## config.mk

```make
export PLATFORM = sky130hd
export DESIGN_NAME = multicycle_ctrl
export DESIGN_NICKNAME = d
export VERILOG_FILES = /design/src/rtl/multicycle_ctrl.sv
export SDC_FILE = /design/constraint.sdc
export NUM_CORES = 1
export LEC_CHECK = 0
export BUFFER_PORTS_ARGS = -buffer_cell sky130_fd_sc_hd__buf_4
export CAP_MARGIN = 20
export CORE_MARGIN = 3
export CORE_UTILIZATION = 51
export CTS_CLUSTER_SIZE = 20
export DETAILED_ROUTE_END_ITERATION = 8
export PLACE_DENSITY_LB_ADDON = 0.2
export SLEW_MARGIN = 20
export SYNTH_ARGS = -nofsm -noshare
export SYNTH_HDL_FRONTEND = slang
export SYNTH_SLANG_ARGS = --single-unit
```

## constraint.sdc

```tcl
create_clock -name clk -period 3.62 [get_ports clk]
set_input_delay 0.905 -clock clk [delete_from_list [all_inputs] [get_ports clk]]
set_output_delay 0.905 -clock clk [all_outputs]
set_load 0.02 [all_outputs]
```

## src/rtl/multicycle_ctrl.sv

```systemverilog
// Multi-cycle controller for the reduced RISC-V datapath: fetches over a
// valid/ready handshake, decodes ADDI/ADD/BNE, and drives one EXEC cycle per instruction.
`timescale 1ns/1ps

module multicycle_ctrl #(
  parameter int DATA_WIDTH        = 32,
  parameter int REG_ADDRESS_WIDTH = 5,
  parameter int RETIRE_WIDTH      = 16
) (
  input  logic                         clk,
  input  logic                         rst,
  input  logic                         run,
  output logic                         imem_req,
  input  logic                         imem_ready,
  input  logic [DATA_WIDTH-1:0]        imem_instr,
  input  logic                         EQ,
  output logic [DATA_WIDTH-1:0]        ImmOp,
  output logic [REG_ADDRESS_WIDTH-1:0] rs1,
  output logic [REG_ADDRESS_WIDTH-1:0] rs2,
  output logic [REG_ADDRESS_WIDTH-1:0] rd,
  output logic                         RegWrite,
  output logic                         ALUsrc,
  output logic [2:0]                   ALUctrl,
  output logic                         PCsrc,
  output logic                         pc_en,
  output logic                         halted,
  output logic                         trap,
  output logic [RETIRE_WIDTH-1:0]      retired
);

  localparam logic [6:0] OP_IMM    = 7'b0010011;
  localparam logic [6:0] OP_REG    = 7'b0110011;
  localparam logic [6:0] OP_BRANCH = 7'b1100011;
  localparam logic [DATA_WIDTH-1:0] ECALL_WORD = DATA_WIDTH'(32'h0000_0073);

  typedef enum logic [2:0] {
    S_IDLE,
    S_FETCH,
    S_DECODE,
    S_EXEC,
    S_HALT,
    S_TRAP
  } state_t;

  state_t                         state_q, state_d;
  logic [DATA_WIDTH-1:0]          instr_q, instr_d;
  logic [DATA_WIDTH-1:0]          imm_q, imm_d;
  logic [REG_ADDRESS_WIDTH-1:0]   rs1_q, rs1_d;
  logic [REG_ADDRESS_WIDTH-1:0]   rs2_q, rs2_d;
  logic [REG_ADDRESS_WIDTH-1:0]   rd_q, rd_d;
  logic                           alu_src_q, alu_src_d;
  logic [2:0]                     alu_ctrl_q, alu_ctrl_d;
  logic                           is_bne_q, is_bne_d;
  logic                           reg_write_q, reg_write_d;
  logic                           pc_en_q, pc_en_d;
  logic                           imem_req_q, imem_req_d;
  logic                           halted_q, halted_d;
  logic                           trap_q, trap_d;
  logic [RETIRE_WIDTH-1:0]        retired_q, retired_d;

  logic [6:0]            opcode;
  logic [2:0]            funct3;
  logic [6:0]            funct7;
  logic                  dec_addi, dec_add, dec_bne, dec_ecall;
  logic [DATA_WIDTH-1:0] dec_imm;

  function automatic logic [DATA_WIDTH-1:0] sext_i(input logic [11:0] v);
    return {{(DATA_WIDTH-12){v[11]}}, v};
  endfunction

  function automatic logic [DATA_WIDTH-1:0] sext_b(input logic [12:0] v);
    return {{(DATA_WIDTH-13){v[12]}}, v};
  endfunction

  assign opcode    = instr_q[6:0];
  assign funct3    = instr_q[14:12];
  assign funct7    = instr_q[31:25];
  assign dec_addi  = (opcode == OP_IMM) && (funct3 == 3'b000);
  assign dec_add   = (opcode == OP_REG) && (funct3 == 3'b000) && (funct7 == 7'b0000000);
  assign dec_bne   = (opcode == OP_BRANCH) && (funct3 == 3'b001);
  assign dec_ecall = (instr_q == ECALL_WORD);

  always_comb begin
    dec_imm = '0;
    if (dec_addi) begin
      dec_imm = sext_i(instr_q[31:20]);
    end else if (dec_bne) begin
      dec_imm = sext_b({instr_q[31], instr_q[7], instr_q[30:25], instr_q[11:8], 1'b0});
    end
  end

  // Strobes are computed for the state being entered so they appear registered in it.
  always_comb begin
    state_d     = state_q;
    instr_d     = instr_q;
    imm_d       = imm_q;
    rs1_d       = rs1_q;
    rs2_d       = rs2_q;
    rd_d        = rd_q;
    alu_src_d   = alu_src_q;
    alu_ctrl_d  = alu_ctrl_q;
    is_bne_d    = is_bne_q;
    reg_write_d = 1'b0;
    pc_en_d     = 1'b0;
    imem_req_d  = 1'b0;
    halted_d    = halted_q;
    trap_d      = trap_q;
    retired_d   = retired_q;

    unique case (state_q)
      S_IDLE: begin
        if (run) begin
          state_d    = S_FETCH;
          imem_req_d = 1'b1;
        end
      end
      S_FETCH: begin
        if (imem_ready) begin
          instr_d = imem_instr;
          state_d = S_DECODE;
        end else begin
          imem_req_d = 1'b1;
        end
      end
      S_DECODE: begin
        rs1_d      = REG_ADDRESS_WIDTH'(instr_q[19:15]);
        rs2_d      = REG_ADDRESS_WIDTH'(instr_q[24:20]);
        rd_d       = REG_ADDRESS_WIDTH'(instr_q[11:7]);
        imm_d      = dec_imm;
        alu_src_d  = dec_addi;
        alu_ctrl_d = dec_bne ? 3'b001 : 3'b000;
        is_bne_d   = dec_bne;
        if (dec_ecall) begin
          state_d  = S_HALT;
          halted_d = 1'b1;
        end else if (!(dec_addi || dec_add || dec_bne)) begin
          state_d = S_TRAP;
          trap_d  = 1'b1;
        end else begin
          state_d     = S_EXEC;
          pc_en_d     = 1'b1;
          reg_write_d = (dec_addi || dec_add) && (instr_q[11:7] != 5'd0);
        end
      end
      S_EXEC: begin
        retired_d = retired_q + 1'b1;
        if (run) begin
          state_d    = S_FETCH;
          imem_req_d = 1'b1;
        end else begin
          state_d = S_IDLE;
        end
      end
      S_HALT, S_TRAP: begin
        state_d = state_q;
      end
      default: begin
        state_d = S_IDLE;
      end
    endcase
  end

  always_ff @(posedge clk or posedge rst) begin
    if (rst) begin
      state_q     <= S_IDLE;
      instr_q     <= '0;
      imm_q       <= '0;
      rs1_q       <= '0;
      rs2_q       <= '0;
      rd_q        <= '0;
      alu_src_q   <= 1'b0;
      alu_ctrl_q  <= 3'b000;
      is_bne_q    <= 1'b0;
      reg_write_q <= 1'b0;
      pc_en_q     <= 1'b0;
      imem_req_q  <= 1'b0;
      halted_q    <= 1'b0;
      trap_q      <= 1'b0;
      retired_q   <= '0;
    end else begin
      state_q     <= state_d;
      instr_q     <= instr_d;
      imm_q       <= imm_d;
      rs1_q       <= rs1_d;
      rs2_q       <= rs2_d;
      rd_q        <= rd_d;
      alu_src_q   <= alu_src_d;
      alu_ctrl_q  <= alu_ctrl_d;
      is_bne_q    <= is_bne_d;
      reg_write_q <= reg_write_d;
      pc_en_q     <= pc_en_d;
      imem_req_q  <= imem_req_d;
      halted_q    <= halted_d;
      trap_q      <= trap_d;
      retired_q   <= retired_d;
    end
  end

  assign imem_req = imem_req_q;
  assign ImmOp    = imm_q;
  assign rs1      = rs1_q;
  assign rs2      = rs2_q;
  assign rd       = rd_q;
  assign RegWrite = reg_write_q;
  assign ALUsrc   = alu_src_q;
  assign ALUctrl  = alu_ctrl_q;
  assign pc_en    = pc_en_q;
  assign halted   = halted_q;
  assign trap     = trap_q;
  assign retired  = retired_q;
  // The branch decision follows EQ live during EXEC, so it cannot be registered.
  assign PCsrc    = (state_q == S_EXEC) && is_bne_q && !EQ;

endmodule

```

# Word level (Yosys, flattened, before mapping)
# Cells that the tools add are included.
# word_totals
register_bits	108
in_bits	37
output_inout_bits	73
# op_classes
addsub	1
eq_ne	12
muxes	18
bitwise	3
reduce_logical	20
# op_table
op	count
two-way mux 32 bit	2
equality test 32 x 7 -> 1 bit (second input constant)	1
adder 16 x 1 -> 16 bit (second input constant)	1
case mux 3 bit (5 select lines)	1
two-way mux 3 bit	4
two-way mux 1 bit	10
equality test 7 x 5 -> 1 bit (second input constant)	1
equality test 7 x 6 -> 1 bit (second input constant)	1
equality test 7 bit (second input constant)	1
logical AND 1 bit	7
logical NOT 7 bit	1
equality test 3 x 1 -> 1 bit (second input constant)	2
equality test 3 x 2 -> 1 bit (second input constant)	2
equality test 3 bit (second input constant)	2
logical NOT 3 bit	2
AND reduction 3 bit	2
nonzero test 5 bit	1
inequality test 2 bit (second input constant)	2
AND reduction 2 bit	2
OR reduction 2 bit	2
NOT 1 bit	3
logical OR 1 bit	2
case mux 1 bit (2 select lines)	1
logical NOT 1 bit	1

# Longest topological paths before layout
# depth
word_depth	8
ltp_mapped	6

# Worst setup path after synthesis
# No wires, ideal clock.
# synth_timing
path_type	input to output
startpoint	input port EQ
endpoint	output port PCsrc
arrival_ps	1432
t_required_ps	2715
setup_slack_ps	1283
cell_stages	1
n_path_buf	0
cell_sequence	nor3b_1
# synth_between
elab_chain_len	2
# synth_rtl
element	line_no	text
from (decl)	16	input logic EQ,
logical NOT 1 bit	212	assign PCsrc = (state_q == S_EXEC) && is_bne_q && !EQ;
logical AND 1 bit	212	
to (decl)	24	output logic PCsrc,
# Every way passes these cells.

# Final worst setup path
# layout_timing
startpoint	register state_q[2]
endpoint	output port PCsrc
# layout_between
elab_chain_len	3
# layout_rtl
element	line_no	text
from (decl)	45	state_t state_q, state_d;
from (signal assigned)	181	state_q <= state_d;
equality test 3 x 2 -> 1 bit	212	
logical AND 1 bit (2 in series)	212	
# Every way passes these cells.

==> results.yml <==
run_status:
  status: "finished, final reports clean"
floorplan:
  initial_utilization_pct: 53.9
  die_h_um: 91.6
  core_area_mm2: 0.00694
  die_x_um: 91.6
  num_rows: 30
  ios: 110
  dieArea_mm2: 0.00840
sta:
  slew_violations: 0
  finalHoldViolCount: 0
  worst_pin_slew_ns: 0.616
  rsz0062_at_grt: "false"
  period_needed_ns: 2.55
  skew_ns: 0.00948
  max_freq_mhz: 393
  slew_headroom_pct: 58.8
  period_share_pct: 70.3
  setup_viol_count_final: 0
  tns_ns: 0
job:
  maxCapViolations: 0
clock_network:
  cts_buffer_depth: 2
  post_cts_buffers: 0
  cts_resized: 0
  holdBufCountCts: 0
  clk_pin_slew_ns: 0.08
  cts_tree: "yes"
  htree_levels: 3
  cts_sinks: 86
  cts-root-buf: "clkbuf_8"
  cts_buffers: 9
  clk_latency_ns: 0.35
pwr:
  p_per_area_mw_per_mm2: 681
  ir_drop_mv: 0.447
  cellLeakagePower_nw: 2.33
final_layout:
  fin_nets: 448
  drive_above_1_share_pct: 40.6
  diodes: 0
  post-route-util_pct: 67.7
  syn2layout_area_growth_pct: 25.8
  layout_common_cells: "buf_4, dfrtp_1, nand2_1"
  final_common_cell: "buf_4"
worst_setup_path:
  cp_data_arrival_time_ns: 1.64
  path_class: "reg -> out"
  crit_required_ns: 2.71
  start_kind: "flop"
  max_stage_delay_ns: 0.52
  cp_top_family: "simple AND/OR/NAND/NOR gates"
  cp_max_fo: 11
  crit_chain: "nand3b_2, nor3b_1, buf_4"
  cp-end-kind: "primary output"
  crit_slowest_cell: "dfrtp_1"
  path_buf_inv: 1
synth:
  synthCells: 319
  netlist_area_mm2: 0.00374
  synthArstFlopShare_pct: 100
  synth_area_per_cell_um2: 11.7
  synth_cell_types: 45
  synth_seq_cells: 86
  synth_flop_cell: "dfrtp_1"
  ys_warn_count: 0
  synth_edf_count: 0
  yosysSeqAreaShare_pct: 57.5
place:
  gp_congestion: 0.777
  hpwl_um: 5630
  io_buffers: 107
grt:
  grt_pass1_vias: 2561
  grt_start_max_net_pins: 35
  globalRouteTotalUtil_pct: 19.6
  met3_usage_pct: 5.41
  busiest_layer: "met2"
  grt_util_met2_pct: 30.7
  grt_remaining_overflow: 0
  grt_pass1_wl_um: 12900
  grtUsageMet1_pct: 26.2
  grt_antenna_before_repair: 0
detailed_routing:
  antenna_left: 0
  viasPerCell: 5.16
  dr.pass1.iters: 5
  vias: 2631
  drc: 0
  wl_um: 7910
  avgRoutedWirePerCell_um: 15.5
  drt_iter0_markers: 104
worst_hold_path:
  hold_path_class: "reg -> reg"
[worst register-to-register path, stage by stage, from the launching register on]
cell and delay, ns:
dfrtp_1 0.60, nor3b_2 0.26, buf_4 0.29, nand3_1 0.22, nor2_1 0.51, a221o_1 0.26
[sequential cells by signal (all words and copies together), names as in the netlist, 3 cells and up]
| register | cells |
|---|---|
| instr_q | 32 |
| rs2 | 5 |
| state_q | 3 |
| rs1 | 5 |
| retired | 16 |
| rd | 5 |
| ImmOp | 13 |
[where the power goes]
group	leakage [nW]	total, mW	internal (mW)	switching, mW
combinational	1.13	0.919	0.475	0.444
clock	0.103	0.725	0.387	0.337
sequential	1.10	1.56	1.26	0.300
[synthesized netlist by cell type, types with 2 or more instances]
cell / n / share of area (%)
a21o_1: 3 / 0.60
nor2b_1: 5 / 0.84
nor4b_1: 3 / 0.70
and3_1: 3 / 0.50
dfrtp_1: 86 / 58
a22o_1: 8 / 1.9
clkbuf_1: 3 / 0.30
xor2_1: 4 / 0.94
a31oi_1: 2 / 0.33
nor3b_1: 3 / 0.60
or4b_1: 2 / 0.54
mux2_2: 32 / 9.6
nor2_1: 13 / 1.3
nor4_1: 4 / 0.67
buf_4: 23 / 4.6
nand2b_1: 2 / 0.33
inv_1: 7 / 0.70
nand2_1: 54 / 5.4
or4_1: 2 / 0.40
buf_2: 5 / 0.67
a2bb2oi_1: 2 / 0.47
a21oi_1: 3 / 0.40
xnor2_1: 11 / 2.6
nand3_1: 7 / 0.94
o21ai_0: 3 / 0.40
nor3_1: 2 / 0.27
nand4_1: 5 / 0.84
a221o_1: 5 / 1.3
[through the flow]
step	instances	setup slack (ns)	instance area, um^2	hold slack [ns]	power, mW
after floorplan	320	0.493	3740	0.457	2.15
after global placement	495	1.14	4490	0.462	2.46
after detailed placement	495	1.10	4490	0.464	2.50
after CTS	510	1.05	4700	0.480	3.24
after global routing	510	0.965	4700	0.498	3.41
final	510	1.07	4700	0.475	3.20
[worst paths after layout]
| path | to | startpoint | slack (ns) | depth (start not counted) |
|---|---|---|---|---|
| worst max-delay path | PCsrc | state_q[2]$_DFFE_PP0P_ | 1.07 | 3 |
| worst min register to register | retired[15]$_DFFE_PP0P_ | retired[15]$_DFFE_PP0P_ | 0.47 | 1 |
| max in group asynchronous | instr_q[30]$_DFFE_PP0P_ | rst | 2.37 | 3 |
| min in group asynchronous | retired[10]$_DFFE_PP0P_ | rst | 0.50 | 2 |
| worst min-delay path | retired[15]$_DFFE_PP0P_ | retired[15]$_DFFE_PP0P_ | 0.47 | 1 |
| worst max register to register | ImmOp[11]$_DFFE_PP0N_ | state_q[1]$_DFFE_PP0P_ | 1.43 | 5 |
[cells by family after synthesis]
kind of cell / after synthesis / synth area share (%)
simple gates: 113 / 15.6
flops: 86 / 57.5
xor+xnor: 15 / 3.51
other cells: 1 / 0.100
compound gates: 32 / 6.89
buf+inv: 39 / 6.42
fa+ha+maj: 1 / 0.334
mux: 32 / 9.63
[layer usage]
metal	share of wire [%]	wire length [um]	vias up
met3	5.6	440	12
met4	1.5	117	0
li1	-	-	1267
met1	44	3500	1288
met5	0	0	-
met2	49	3860	64
[final cells by class]
cell class | count | area (um^2)
multi-input combinational | 195 | 1360
timing repair buffer | 111 | 833
tap | 96 | 120
clock inverter | 5 | 85.1
fill | 547 | 2240
sequential | 86 | 2150
clock buffer | 10 | 128
inverter | 7 | 27.5
Power figures use the tool's default switching activity.
